==> src/rtl/ps2_host_tx.sv <==
// Host-to-device PS/2 transmitter: inhibit, request-to-send, 11 device-clocked bits, ACK, release.
// Optional build macro PS2_TX_ACK_CHECK_EN turns a NACK from the device into a tx_error pulse.
module ps2_host_tx #(
    parameter int INHIBIT_CYCLES = 2500,
    parameter int TIMEOUT_CYCLES = 375000,
    parameter int CNT_W          = 19
) (
    input  logic       clk,
    input  logic       reset,
    input  logic       ps2clk,
    input  logic       ps2dat,
    output logic       ps2clk_oe,
    output logic       ps2dat_oe,
    input  logic [7:0] tx_data,
    input  logic       tx_valid,
    output logic       tx_ready,
    output logic       tx_done,
    output logic       tx_error,
    output logic       rx_inhibit
);

    typedef enum logic [2:0] {
        ST_IDLE     = 3'd0,
        ST_INHIBIT  = 3'd1,
        ST_REQ      = 3'd2,
        ST_SEND     = 3'd3,
        ST_ACK      = 3'd4,
        ST_WAIT_REL = 3'd5
    } state_t;

    localparam logic [CNT_W-1:0] CNT_ZERO = CNT_W'(0);
    localparam logic [CNT_W-1:0] CNT_ONE  = CNT_W'(1);
    localparam logic [CNT_W-1:0] INH_LAST = CNT_W'(INHIBIT_CYCLES - 1);
    // Fires one cycle early so the registered tx_error lands exactly TIMEOUT_CYCLES after REQ.
    localparam logic [CNT_W-1:0] WD_LAST  = CNT_W'(TIMEOUT_CYCLES - 2);

    function automatic logic odd_parity(input logic [7:0] d);
        return ~^d;
    endfunction

    // Frame position 0 is the start bit, 1..8 data LSB first, 9 parity, 10 and beyond stop.
    function automatic logic frame_bit(input logic [3:0] idx, input logic [7:0] d, input logic par);
        logic b;
        case (idx)
            4'd0:                                           b = 1'b0;
            4'd1, 4'd2, 4'd3, 4'd4, 4'd5, 4'd6, 4'd7, 4'd8: b = d[3'(idx - 4'd1)];
            4'd9:                                           b = par;
            default:                                        b = 1'b1;
        endcase
        return b;
    endfunction

    state_t           state_r;
    logic [CNT_W-1:0] cnt_r;
    logic [3:0]       bitcnt_r;
    logic [7:0]       shreg_r;
    logic             parity_r;
`ifdef PS2_TX_ACK_CHECK_EN
    logic             ack_bit_r;
`endif
    logic             clk_meta_r, clk_sync_r, clk_prev_r;
    logic             dat_meta_r, dat_sync_r;
    logic             fe_s;
    logic [3:0]       next_idx_s;
    logic             next_bit_s;

    assign fe_s       = clk_prev_r & ~clk_sync_r;
    assign next_idx_s = bitcnt_r + 4'd1;
    assign next_bit_s = frame_bit(next_idx_s, shreg_r, parity_r);

    // Two-flop synchronisers for the asynchronous bus lines; idle bus reads high.
    always_ff @(posedge clk) begin
        if (reset) begin
            clk_meta_r <= 1'b1;
            clk_sync_r <= 1'b1;
            clk_prev_r <= 1'b1;
            dat_meta_r <= 1'b1;
            dat_sync_r <= 1'b1;
        end else begin
            clk_meta_r <= ps2clk;
            clk_sync_r <= clk_meta_r;
            clk_prev_r <= clk_sync_r;
            dat_meta_r <= ps2dat;
            dat_sync_r <= dat_meta_r;
        end
    end

    // Transfer FSM with registered line enables and status pulses.
    always_ff @(posedge clk) begin
        if (reset) begin
            state_r    <= ST_IDLE;
            cnt_r      <= CNT_ZERO;
            bitcnt_r   <= 4'd0;
            shreg_r    <= 8'h00;
            parity_r   <= 1'b0;
`ifdef PS2_TX_ACK_CHECK_EN
            ack_bit_r  <= 1'b0;
`endif
            ps2clk_oe  <= 1'b0;
            ps2dat_oe  <= 1'b0;
            tx_ready   <= 1'b1;
            tx_done    <= 1'b0;
            tx_error   <= 1'b0;
            rx_inhibit <= 1'b0;
        end else begin
            tx_done  <= 1'b0;
            tx_error <= 1'b0;
            case (state_r)
                ST_IDLE: begin
                    ps2clk_oe <= 1'b0;
                    ps2dat_oe <= 1'b0;
                    if (tx_valid) begin
                        shreg_r    <= tx_data;
                        parity_r   <= odd_parity(tx_data);
                        cnt_r      <= CNT_ZERO;
                        ps2clk_oe  <= 1'b1;
                        tx_ready   <= 1'b0;
                        rx_inhibit <= 1'b1;
                        state_r    <= ST_INHIBIT;
                    end else begin
                        tx_ready   <= 1'b1;
                        rx_inhibit <= 1'b0;
                    end
                end
                ST_INHIBIT: begin
                    if (cnt_r == INH_LAST) begin
                        ps2dat_oe <= 1'b1;
                        cnt_r     <= CNT_ZERO;
                        state_r   <= ST_REQ;
                    end else begin
                        cnt_r <= cnt_r + CNT_ONE;
                    end
                end
                ST_REQ: begin
                    cnt_r     <= CNT_ZERO;
                    bitcnt_r  <= 4'd0;
                    ps2clk_oe <= 1'b0;
                    ps2dat_oe <= 1'b1;
                    state_r   <= ST_SEND;
                end
                ST_SEND, ST_ACK, ST_WAIT_REL: begin
                    if (cnt_r == WD_LAST) begin
                        // Watchdog wins over any edge seen in the same cycle.
                        ps2clk_oe  <= 1'b0;
                        ps2dat_oe  <= 1'b0;
                        tx_error   <= 1'b1;
                        tx_ready   <= 1'b1;
                        rx_inhibit <= 1'b0;
                        cnt_r      <= CNT_ZERO;
                        state_r    <= ST_IDLE;
                    end else begin
                        cnt_r <= cnt_r + CNT_ONE;
                        case (state_r)
                            ST_SEND: begin
                                if (fe_s) begin
                                    if (bitcnt_r == 4'd10) begin
`ifdef PS2_TX_ACK_CHECK_EN
                                        ack_bit_r <= dat_sync_r;
`endif
                                        ps2dat_oe <= 1'b0;
                                        state_r   <= ST_ACK;
                                    end else begin
                                        bitcnt_r  <= next_idx_s;
                                        ps2dat_oe <= ~next_bit_s;
                                    end
                                end
                            end
                            ST_ACK: begin
                                state_r <= ST_WAIT_REL;
                            end
                            ST_WAIT_REL: begin
                                if (clk_sync_r && dat_sync_r) begin
`ifdef PS2_TX_ACK_CHECK_EN
                                    tx_done  <= ~ack_bit_r;
                                    tx_error <= ack_bit_r;
`else
                                    tx_done  <= 1'b1;
`endif
                                    tx_ready   <= 1'b1;
                                    rx_inhibit <= 1'b0;
                                    cnt_r      <= CNT_ZERO;
                                    state_r    <= ST_IDLE;
                                end
                            end
                            default: begin
                                state_r <= ST_IDLE;
                            end
                        endcase
                    end
                end
                default: begin
                    ps2clk_oe  <= 1'b0;
                    ps2dat_oe  <= 1'b0;
                    tx_ready   <= 1'b1;
                    rx_inhibit <= 1'b0;
                    cnt_r      <= CNT_ZERO;
                    state_r    <= ST_IDLE;
                end
            endcase
        end
    end

endmodule

==> config.mk <==
export PLATFORM = sky130hd
export DESIGN_NAME = ps2_host_tx
export DESIGN_NICKNAME = d
export VERILOG_FILES = /design/src/rtl/ps2_host_tx.sv
export SDC_FILE = /design/constraint.sdc
export NUM_CORES = 1
export LEC_CHECK = 0
export CORE_ASPECT_RATIO = 1.25
export CORE_UTILIZATION = 34
export CTS_CLUSTER_SIZE = 40
export DETAILED_ROUTE_END_ITERATION = 10
export PLACE_DENSITY_LB_ADDON = 0.3
export SETUP_SLACK_MARGIN = 0.05
export SLEW_MARGIN = 10
export SYNTH_ARGS = -nofsm -noshare
export SYNTH_HDL_FRONTEND = slang
export SYNTH_SLANG_ARGS = --single-unit
==> constraint.sdc <==
create_clock -name clk -period 5 [get_ports clk]
set_input_delay 0.5 -clock clk [delete_from_list [all_inputs] [get_ports clk]]
set_output_delay 0.5 -clock clk [all_outputs]
set_load 0.01 [all_outputs]
==> results of run 1 <==
## power by group
part	internal, mW	switching, mW
clock	0.213	0.125
combinational	0.110	0.154
sequential	0.404	0.0424
## per-stage QoR
step           utilization (%)  area [um2]  power [mW]  hold WS, ps  setup slack (ps)
6_report                  40.8        2860        1.05          413              2520
5_1_grt                   40.8        2860        1.12          423              2280
4_1_cts                   40.8        2860        1.06          417              2570
3_5_place_dp              38.8        2720       0.717          397              2400
3_3_place_gp              38.8        2720       0.711          394              2400
2_1_floorplan                -        2490       0.641          389              2990
## cells in the final DEF (no fill, tap or decap), types with 4 or more instances in the layout
cell / instances
o21ai_0: 15
and3_1: 4
a21oi_1: 21
xor2_1: 12
ha_1: 7
and4_1: 4
xnor2_1: 9
clkdlybuf4s50_1: 18
nor3_1: 11
or2_2: 5
nand4_1: 9
a31oi_1: 4
nand2_1: 43
dfxtp_1: 46
inv_1: 7
nor2_1: 27
nand3_1: 10
nand2b_1: 6
nor2b_1: 6
clkbuf_8: 6
## final timing paths
check                           startpoint         end
worst max-delay path              cnt_r[9]   cnt_r[11]
worst min register to register  dat_meta_r  dat_sync_r
worst max register to register    cnt_r[9]   cnt_r[11]
worst min-delay path            dat_meta_r  dat_sync_r
## sequential cells by signal, indices dropped and copies added, names as in the netlist
signal and flops:
rx_inhibit 1, tx_ready 1, clk_prev_r 1, tx_error 1, bitcnt_r 4, state_r 3, parity_r 1, ps2dat_oe 1
ps2clk_oe 1, clk_meta_r 1, tx_done 1, dat_sync_r 1, clk_sync_r 1, dat_meta_r 1, cnt_r 19, shreg_r 8
## kinds of logic after synthesis
logic type,synth area share (%)
mux,2.67
flops,37.0
compound gates,14.9
xor+xnor,7.40
simple gates,30.7
buf+inv,3.72
fa+ha+maj,3.52
## area by class of cell
| class | count | area (um2) |
|---|---|---|
| Timing Repair Buffer | 19 | 188 |
| Sequential cell | 46 | 921 |
| Inverter | 7 | 26.3 |
| Clock buffer | 6 | 82.6 |
| Multi-Input combinational cell | 239 | 1470 |
| Tap cell | 90 | 113 |
| Fill cell | 744 | 4160 |
| Clock inverter | 2 | 60.1 |
## per-layer routing
layer,global-route usage (%),vias up
li1,-,1104
met1,19.9,1039
met2,29.6,43
met3,2.82,8
met4,5.27,0
met5,0,-
## critical path: stages, from the launching register on
cell and delay [ps]:
dfxtp_1 370, nor4b_2 270, nand4_1 220, o21ai_0 560
o211a_1 270, or2_1 480, o21ai_0 170
==> flow_metrics.py, run 1 <==
metrics = {
    "run_status": {
        "status": "completed",
    },
    "sta": {
        "slew_viol_final": 0,
        "rsz0062_at_grt": "no",
        "hold_viol_final": 0,
        "fin_setup_tns_ps": 0,
        "fin_crit_ps": 2480,
        "finalSetupViolations": 0,
        "fmax_ghz": 0.404,
        "relSlewSlack_pct": 57.2,
        "worst_clock_skew_ps": 8.25,
        "tightest_slew_ps": 636,
        "period_share_pct": 49.6,
    },
    "critical_path": {
        "cp-end-kind": "register",
        "worst_ep_required_time_ps": 5160,
        "cp.arrival_ps": 2640,
        "crit_path_max_fanout": 16,
        "r2r_slack_ps": 2520,
        "reg2regPathDepth": 6,
        "cp-start-kind": "register",
        "crit_type": "register to register",
    },
    "global_route": {
        "antenna_found_initial": 0,
        "track_usage_pct": 16.6,
        "grt_max_degree": 30,
        "grt_pass1_vias": 2157,
        "grt_pass1_wl_mm": 10.1,
        "grt_overflow": 0,
    },
    "synth": {
        "ys_seq_area_share_pct": 37.0,
        "yosysWarnings": 0,
        "synth_edf_count": 0,
        "syn-cell-area_um2": 2490,
        "synth_ff_type": "dfxtp_1",
        "ys_types": 50,
        "ys_top_cells_by_count": "46 x dfxtp_1, 43 x nand2_1, 27 x nor2_1, 21 x a21oi_1, 15 x o21ai_0",
        "netlist_instances": 306,
        "synth.most_common_cell": "dfxtp_1",
        "synth.net_count": 326,
        "syn_area_per_cell_um2": 8.12,
        "post-synth-top-area-fraction_pct": 37.0,
        "synth-async-reset-ratio_pct": 0,
        "synth_largest_area_cell": "dfxtp_1",
        "ys_ff_latch": 46,
        "ys_top_cells_by_area": "dfxtp_1 37%, nand2_1 6.5%, a21oi_1 4.2%",
    },
    "placed_design": {
        "gp_congestion": 0.881,
        "dp.cells": 401,
        "dp_hpwl_mm": 4.33,
        "place.port_buffers": 18,
    },
    "finish": {
        "instances_no_fill": 409,
        "drive_gt1_share_pct": 6.27,
        "areaGrowthSynthToFinish_pct": 15.1,
        "nNetsFinal": 338,
        "num_antenna_cells": 0,
    },
    "die": {
        "core_region_area_um2": 7020,
        "die_area_um2": 7660,
        "die_w_um": 78.5,
        "design.portCount": 19,
        "start_util_pct": 35.4,
        "num_rows": 34,
        "die_h_um": 97.6,
    },
    "pwr": {
        "powerDensity_nw_per_um2": 366,
        "power.leakage_nw": 1.01,
        "ir_worst_vdd_uv": 197,
    },
    "route": {
        "met3_length_um": 225,
        "vias": 2194,
        "ant_nets": 0,
        "m1WireLength_mm": 2.56,
        "wl_per_cell_um": 14.2,
        "drt-pass1-iter-count": 4,
        "top_layer": "met4",
        "met2_length_mm": 2.95,
        "drtIter0Drc": 156,
        "vias_per_cell": 5.36,
        "drc": 0,
        "routed_wl_mm": 5.82,
    },
    "flow_run": {
        "drv_cap": 0,
    },
    "cts": {
        "clkSinkCount": 46,
        "root_buffer": "clkbuf_8",
        "postCtsSetupRepairBufs": 0,
        "clk_latency_ps": 300,
        "ctsResizeCount": 0,
        "cts_made_buffers": 5,
        "hold_buffers": 0,
        "cts_tree": "built",
        "clk_transition_reported_paths_ps": 80,
        "htreeDepth": 2,
        "cts_buffer_depth": 2,
    },
    "worst_hold_path": {
        "hold_depth": 1,
        "hp-class": "register to register",
    },
}
No activity file was read; power rests on OpenSTA's default activity.
==> run 2: changes to the inputs <==
==> constraint.sdc (replaced) <==
create_clock -name clk -period 2.4 [get_ports clk]
set_input_delay 0.24 -clock clk [delete_from_list [all_inputs] [get_ports clk]]
set_output_delay 0.24 -clock clk [all_outputs]
set_load 0.01 [all_outputs]
==> run 2 against run 1 <==
- sequential share of layout area decreased by 0.70 points
- fmax increased by 16%
- sequential power increased by 110%
- count of clock-buffer cells in the layout decreased by 1
- routed wire length decreased by 0.58%
- flip-flop and latch count unchanged
- die area unchanged
- global-route usage decreased by 0.23 points
==> flow_metrics.py, run 2 (synthesized netlist as in run 1, its figures left out) <==
metrics = {
    "run_status": {
        "status": "completed",
    },
    "cts": {
        "hold_buffers": 0,
        "htreeDepth": 2,
        "cts_buffer_depth": 2,
        "root_buffer": "clkbuf_8",
        "cts_tree": "built",
        "cts_made_buffers": 5,
        "clk_transition_reported_paths_ps": 90,
        "clk_latency_ps": 300,
        "clkSinkCount": 46,
    },
    "die": {
        "die_w_um": 78.5,
        "die_h_um": 97.6,
        "die_area_um2": 7660,
        "num_rows": 34,
        "design.portCount": 19,
        "start_util_pct": 35.4,
        "core_region_area_um2": 7020,
    },
    "global_route": {
        "track_usage_pct": 16.4,
        "grt_pass1_wl_mm": 9.95,
        "antenna_found_initial": 0,
        "grt_pass1_vias": 2155,
        "grt_overflow": 0,
        "grt_max_degree": 22,
    },
    "critical_path": {
        "r2r-start": "state_r[0]",
        "worstReg2RegEnd": "cnt_r[1]",
        "crit_path_max_fanout": 16,
        "worst_ep_required_time_ps": 2620,
        "crit_type": "register to register",
        "reg2regPathDepth": 6,
        "cp.arrival_ps": 2360,
        "cp-start-kind": "register",
        "cp-end-kind": "register",
        "r2r_slack_ps": 270,
    },
    "sta": {
        "fin_setup_tns_ps": 0,
        "tightest_slew_ps": 480,
        "worst_clock_skew_ps": 9.49,
        "hold_viol_final": 0,
        "slew_viol_final": 0,
        "finalSetupViolations": 0,
        "fin_crit_ps": 2130,
        "period_share_pct": 88.9,
        "fmax_ghz": 0.469,
        "rsz0062_at_grt": "no",
        "relSlewSlack_pct": 67.8,
    },
    "route": {
        "wl_per_cell_um": 13.6,
        "drtIter0Drc": 104,
        "vias_per_cell": 5.31,
        "drc": 0,
        "vias": 2252,
        "routed_wl_mm": 5.78,
        "drt-pass1-iter-count": 4,
        "ant_nets": 0,
    },
    "finish": {
        "top_register": "cnt_r",
        "instances_no_fill": 424,
        "num_antenna_cells": 0,
        "fin_util_pct": 41.7,
        "areaGrowthSynthToFinish_pct": 17.7,
        "drive_gt1_share_pct": 10.8,
        "nNetsFinal": 353,
        "largest_reg_flops": 19,
        "reg_top3": "cnt_r (19), shreg_r (8), bitcnt_r (4)",
        "layout_commonest_cell": "dfxtp_1",
        "final_cell_mix": "46 x dfxtp_1, 43 x nand2_1, 27 x nor2_1, 21 x a21oi_1, 18 x clkdlybuf4s50_1",
    },
    "pwr": {
        "power.leakage_nw": 1.06,
        "powerDensity_nw_per_um2": 686,
        "ir_worst_vdd_uv": 235,
    },
    "placed_design": {
        "place.port_buffers": 18,
        "dp.cells": 416,
        "dp_hpwl_mm": 4.54,
        "gp_congestion": 0.839,
    },
    "worst_hold_path": {
        "hp-class": "register to register",
        "hold_depth": 1,
        "min_to": "dat_sync_r",
        "hp-start": "dat_meta_r",
    },
    "flow_run": {
        "drv_cap": 0,
    },
}
-- run 2: worst max-delay path by stage --
stage,startpoint,end,slack [ps],cells past startpoint
after floorplan,bitcnt_r[0],ps2dat_oe,390,8
after global placement,tx_valid,state_r[2],230,5
after detailed placement,tx_valid,state_r[2],230,5
after CTS,state_r[0],state_r[2],240,6
after global routing,state_r[0],cnt_r[1],110,6
final,state_r[0],cnt_r[1],270,6
-- run 2: through the flow --
step / instance area (um2) / setup slack, ps / power, mW / hold slack (ps)
floorplan: 2490 / 393 / 1.34 / 344
global placement: 2830 / 232 / 1.54 / 394
detailed placement: 2830 / 227 / 1.54 / 393
CTS: 2930 / 235 / 2.04 / 415
global route: 2930 / 112 / 2.15 / 429
finish: 2930 / 266 / 2.01 / 411
-- run 2: worst max-delay path, cell delays in order, from the launching register on --
cell and delay (ps):
dfxtp_1 570, inv_1 180, nor2_1 300, a21oi_1 100, o211a_1 260, or2_2 420, a211oi_1 240
-- run 2: where the power goes --
group | leakage [nW] | total (mW) | switching [mW] | internal, mW
Combinational | 0.644 | 0.603 | 0.333 | 0.270
Sequential | 0.375 | 0.922 | 0.0811 | 0.841
Clock | 0.0447 | 0.484 | 0.273 | 0.210
-- run 2: final cells by class --
type	instances	area, um2
clock buffers	5	68.8
clock inverters	3	25.0
well taps	90	113
multi-input cells	239	1470
fillers	734	4090
repair buffers	34	300
flip-flops and latches	46	921
inverters	7	26.3
-- run 2: repair_timing --
action                                  in CTS  in global routing
endpoints found under the setup margin       0                  2
resized for setup                            0                  1
buffers inserted                             0                  0
-- run 2: metal layers --
| metal | wire, um | GRT usage [%] |
|---|---|---|
| met4 | 106 | 6.70 |
| met2 | 3050 | 29.1 |
| met1 | 2450 | 18.9 |
| met5 | 0 | 0 |
| met3 | 182 | 3.10 |
